<file path="config.mk">
export PLATFORM = sky130hd
export DESIGN_NAME = fetch_unit
export DESIGN_NICKNAME = d
export VERILOG_FILES = /design/src/rtl/fetch_unit.sv
export SDC_FILE = /design/constraint.sdc
export NUM_CORES = 1
export LEC_CHECK = 0
export CAP_MARGIN = 10
export CORE_MARGIN = 2
export CORE_UTILIZATION = 47
export DETAILED_ROUTE_END_ITERATION = 8
export PLACE_DENSITY = 0.72
export SLEW_MARGIN = 20
export SYNTH_ARGS = -nofsm -noshare
export SYNTH_HDL_FRONTEND = slang
export SYNTH_SLANG_ARGS = --single-unit
</file>
<file path="constraint.sdc">
create_clock -name clk -period 4.1 [get_ports clk]
set_input_delay 0.615 -clock clk [delete_from_list [all_inputs] [get_ports clk]]
set_output_delay 0.615 -clock clk [all_outputs]
set_load 0.05 [all_outputs]
</file>
<file path="src/rtl/fetch_unit.sv">
// Instruction fetch stage: issues sequential word fetches on an in-order imem port,
// buffers responses and pushes {pc, instr} entries into the downstream instruction FIFO.
module fetch_unit #(
  parameter logic [31:0] RESET_PC        = 32'h8000_0000,
  parameter int          MAX_OUTSTANDING = 2
) (
  input  logic        clk,
  input  logic        rst,
  input  logic        redirect_valid,
  input  logic [31:0] redirect_pc,
  output logic        imem_req_valid,
  input  logic        imem_req_ready,
  output logic [31:0] imem_req_addr,
  input  logic        imem_resp_valid,
  input  logic [31:0] imem_resp_data,
  output logic        fifo_wr_en,
  output logic [63:0] fifo_wr_data,
  input  logic        fifo_full
);

  localparam int CW = $clog2(MAX_OUTSTANDING + 1);
  localparam int PW = (MAX_OUTSTANDING > 1) ? $clog2(MAX_OUTSTANDING) : 1;
  localparam logic [CW:0]   MAX_SUM  = (CW + 1)'(MAX_OUTSTANDING);
  localparam logic [PW-1:0] LAST_PTR = PW'(MAX_OUTSTANDING - 1);

  logic [31:0]   fetch_pc_q, fetch_pc_d;
  logic [31:0]   resp_pc_q, resp_pc_d;
  logic [CW-1:0] in_flight_q, in_flight_d;
  logic [CW-1:0] drop_cnt_q, drop_cnt_d;
  logic [CW-1:0] buf_count_q, buf_count_d;
  logic [PW-1:0] head_q, head_d;
  logic [PW-1:0] tail_q, tail_d;
  logic [63:0]   buf_mem [MAX_OUTSTANDING];

  logic accept;
  logic push;
  logic pop;

  function automatic logic [PW-1:0] ptr_inc(input logic [PW-1:0] p);
    return (p == LAST_PTR) ? '0 : p + 1'b1;
  endfunction

  // Counters are bounded by MAX_OUTSTANDING, so the sum always fits in CW+1 bits.
  assign imem_req_valid = !rst && !redirect_valid &&
                          (({1'b0, in_flight_q} + {1'b0, buf_count_q}) < MAX_SUM);
  assign imem_req_addr  = fetch_pc_q;
  assign fifo_wr_en     = !rst && !redirect_valid && (buf_count_q != '0) && !fifo_full;
  assign fifo_wr_data   = (buf_count_q != '0) ? buf_mem[head_q] : '0;

  assign accept = imem_req_valid && imem_req_ready;
  assign push   = imem_resp_valid && (drop_cnt_q == '0) && !redirect_valid && !rst;
  assign pop    = fifo_wr_en;

  always_comb begin
    // NOTE: every next-state value gets a default first so no path infers a latch.
    fetch_pc_d  = fetch_pc_q;
    resp_pc_d   = resp_pc_q;
    in_flight_d = in_flight_q;
    drop_cnt_d  = drop_cnt_q;
    buf_count_d = buf_count_q;
    head_d      = head_q;
    tail_d      = tail_q;

    case ({accept, imem_resp_valid})
      2'b10:   in_flight_d = in_flight_q + 1'b1;
      2'b01:   in_flight_d = in_flight_q - 1'b1;
      default: in_flight_d = in_flight_q;
    endcase

    if (accept) fetch_pc_d = fetch_pc_q + 32'd4;

    if (imem_resp_valid && (drop_cnt_q != '0)) drop_cnt_d = drop_cnt_q - 1'b1;

    if (push) begin
      tail_d    = ptr_inc(tail_q);
      resp_pc_d = resp_pc_q + 32'd4;
    end
    if (pop) head_d = ptr_inc(head_q);

    case ({push, pop})
      2'b10:   buf_count_d = buf_count_q + 1'b1;
      2'b01:   buf_count_d = buf_count_q - 1'b1;
      default: buf_count_d = buf_count_q;
    endcase

    // Every request still outstanding once this cycle ends belongs to the old stream.
    if (redirect_valid) begin
      fetch_pc_d  = {redirect_pc[31:2], 2'b00};
      resp_pc_d   = {redirect_pc[31:2], 2'b00};
      drop_cnt_d  = in_flight_d;
      buf_count_d = '0;
      head_d      = '0;
      tail_d      = '0;
    end
  end

  always_ff @(posedge clk) begin
    // NOTE: sequential state uses non-blocking assignments so all flops update together.
    if (rst) begin
      fetch_pc_q  <= RESET_PC;
      resp_pc_q   <= RESET_PC;
      in_flight_q <= '0;
      drop_cnt_q  <= '0;
      buf_count_q <= '0;
      head_q      <= '0;
      tail_q      <= '0;
    end else begin
      fetch_pc_q  <= fetch_pc_d;
      resp_pc_q   <= resp_pc_d;
      in_flight_q <= in_flight_d;
      drop_cnt_q  <= drop_cnt_d;
      buf_count_q <= buf_count_d;
      head_q      <= head_d;
      tail_q      <= tail_d;
    end
  end

  // NOTE: buffer storage is not reset; buf_count_q gates every read of it.
  always_ff @(posedge clk) begin
    if (push) buf_mem[tail_q] <= {resp_pc_q, imem_resp_data};
  end

endmodule

</file>
==> impl_results.md <==
* Post-synth EDFFs at 124
* Syn Area/Cell at 11.7 um2
* First-pass detailed-route iteration total at 4
* Sw Share at 0.238
* Layout Nets at 966
* DP Area at 10500 um2
* Adder-Cell Fraction of Synth Area at 0.00950
* Combinational Power Share at 0.106
* Yosys reg bits at 193
* Via density at 5.57
* Mux cell area share after synthesis at 0.0725
* Crit path DAT at 2.59 ns
* Top cells by area, synth: edfxtp_1 43%, dfxtp_1 16%, mux2i_1 7.3%
* Die Width at 140 um
* VDD IR max at 0.350 mV
* Maximum fanout along the worst path at 35
* Core Rows at 49
* Clock share of power at 0.390
* Pwr per Cell Area at 395 nW/um2
* CTS tree: done
* Die area at 19600 um2
* CTS Root Buffer Type: clkbuf_16
* CP endpoint kind: primary output
* I/O pins at 168
* Outcome: finished, final reports clean
* Cell Area, Synth at 8690 um2
* Vias at 6304
* Min cycle time layout at 3.21 ns
* Simple-Gate Fraction of Synth Area at 0.166
* Global-route wire length before repair at 30.7 mm
* Power Internal at 3.36 mW
* Final hold vios at 0
* Worst hold slack at 0.505 ns
* Final antenna-violating net count at 0
* Max_slew headroom at 0.491
* Main combinational cell family by area after synthesis: simple AND/OR/NAND/NOR gates
* Reg power frac at 0.504
* Pwr Total at 4.41 mW
* Post-CTS Resized at 0
* Sw Pwr at 1.05 mW
* Final Cell Area at 11200 um2
* RR Startpoint: buf_count_q[0]
* Final Slew Violations at 0
* Layout Utilization at 0.619
* DR iter-0 viols at 326
* Yosys top cell by area: edfxtp_1
* Ys flop type: edfxtp_1
* Vias in the first global route at 5987
* GPL Wtd Cong at 0.895
* Synth warn at 0
* Area Growth Syn to Fin at 28.4%
* Wirelength, routed at 19.2 mm
* Final HPWL DP at 13.0 mm
* Core box area at 18000 um2
* Bufs on Longest Clock Path at 2
* Die H at 140 um
* RSZ-0062 raised after global routing: false
* Share of post-route cells with drive strength above 1 at 0.0676
* Worst-Skew Late Latency at 0.43 ns
* Starting Density at 0.482
* Clock Sink Count at 193
* Critical path class: flip-flop to primary output
* MaxCap Viol Count at 0
* Most instantiated cells after synthesis: 124 x edfxtp_1, 88 x nor2_1, 69 x dfxtp_1
* Most instantiated library cell after synthesis: edfxtp_1
* Tcrit/Tclk final at 0.782
* Post-Route Setup TNS at 0 ns
* Register area share after synthesis at 0.587
* Library cells used by synthesis at 64
* Gr ovfl total at 0
* Synth Area in Compound Gates at 0.103
* Worst Hold Class: flip-flop to flip-flop
* Initial antenna violation count at 0
* Hold_sp: resp_pc_q[31]
* H-tree Lvls at 4
* Worst-Margin Slew at 0.757 ns
* Skew final at 0.00788 ns
* Total track usage at 0.197
* Xor-xnor portion of the synthesized cell area at 0.0262
* Required @ worst endpoint at 3.48 ns
* Reg clk slew, reported paths at 0.06 ns
* Input/output buffers at 161
* # setup viols final at 0
* # diodes at 0
* # DRC at 0
* TritonCTS buffer count at 17
* Leakage power at 3.67 nW
* # hold bufs at CTS at 0
* Ys async rst share at 0
* Post-CTS Setup Bufs at 0
* WL/cell at 16.9 um
* Area share of the largest cell type after synthesis at 0.428
* Crit path launch type: flip-flop
* Largest net degree at the start of global routing at 64
* Fmax achieved at 312 MHz
* Post-Syn Instances at 741
-- layout make-up --
cell class | count | area (um2)
Clock buffer | 18 | 429
Inverter | 27 | 104
Multi-Input combinational cell | 481 | 3310
Timing Repair Buffer | 170 | 1730
Tap cell | 229 | 287
Clock inverter | 13 | 184
Fill cell | 1486 | 6870
Sequential cell | 193 | 5110
-- cell families (layout without fill, tap and decap cells) --
| kind of cell | count (synthesis) | after routing |
|---|---|---|
| multiplexers | 63 | 63 |
| buffers and inverters | 70 | 228 |
| flip-flops | 193 | 193 |
| adder cells (fa/ha/maj) | 6 | 6 |
| AO/OA/AOI/OAI | 126 | 126 |
| AND/OR/NAND/NOR | 256 | 256 |
| XOR/XNOR | 26 | 26 |
| other | 1 | 4 |
-- per-stage QoR --
step / std cells / setup WS [ns]
after floorplan: 744 / 0.888
after global placement: 1100 / 1.03
after detailed placement: 1100 / 0.987
after CTS: 1131 / 0.865
after global routing: 1131 / 0.749
final: 1131 / 0.895
-- metal layers --
layer,share of wire,wire (um),track usage
met3,0.061,1170,0.0421
met2,0.46,8900,0.323
met5,0,0,0
met1,0.46,8850,0.264
met4,0.012,222,0.0605
-- path summary, 6_finish.rpt --
path,to,slack (ns),cells past startpoint
max reg2reg,drop_cnt_q[1],1.00,9
max,fifo_wr_data[3],0.89,4
min reg2reg,buf_mem[0][63],0.50,0
min,buf_mem[0][63],0.50,0
-- state kept, by name (all words and copies together), names as in the netlist, named ones only --
| signal | count |
|---|---|
| head_q | 1 |
| buf_mem | 124 |
| in_flight_q | 2 |
| tail_q | 1 |
| buf_count_q | 2 |
| resp_pc_q | 30 |
| drop_cnt_q | 2 |
| imem_req_addr | 30 |
-- critical path, cell delays in order (launching register included) --
cell             delay [ns]
dfxtp_4                0.77
buf_12                 0.31
mux2i_1                0.11
nor2_1                 0.14
clkdlybuf4s50_1        0.82
-- layout by cell type, fill, tap and decap left out, types with 8 or more instances in the layout --
master	Yosys	layout
a31oi_1	14	14
o21ai_0	10	10
nand2_1	29	29
xor2_1	14	14
and4_1	20	20
nand4_1	18	18
clkbuf_16	0	17
nand3_1	19	19
dfxtp_1	69	68
a211oi_1	8	8
xnor2_1	12	12
nor4_1	16	16
mux2i_1	63	63
edfxtp_1	124	124
inv_1	26	26
clkdlybuf4s50_1	0	158
nor2_1	88	86
and3_1	9	9
or3_1	10	10
nor3_1	16	16
a21oi_1	22	22
a21boi_0	18	18
o31a_1	10	10
-- power by group through the flow --
stage	Sequential [mW]	Combinational, mW	Clock (mW)
after floorplan	2.31	0.221	0
after global placement	2.26	0.463	0
after detailed placement	2.26	0.469	0
after CTS	2.22	0.471	1.75
after global routing	2.23	0.503	1.81
final	2.22	0.469	1.72
No activity file was read; power rests on OpenSTA's default activity.
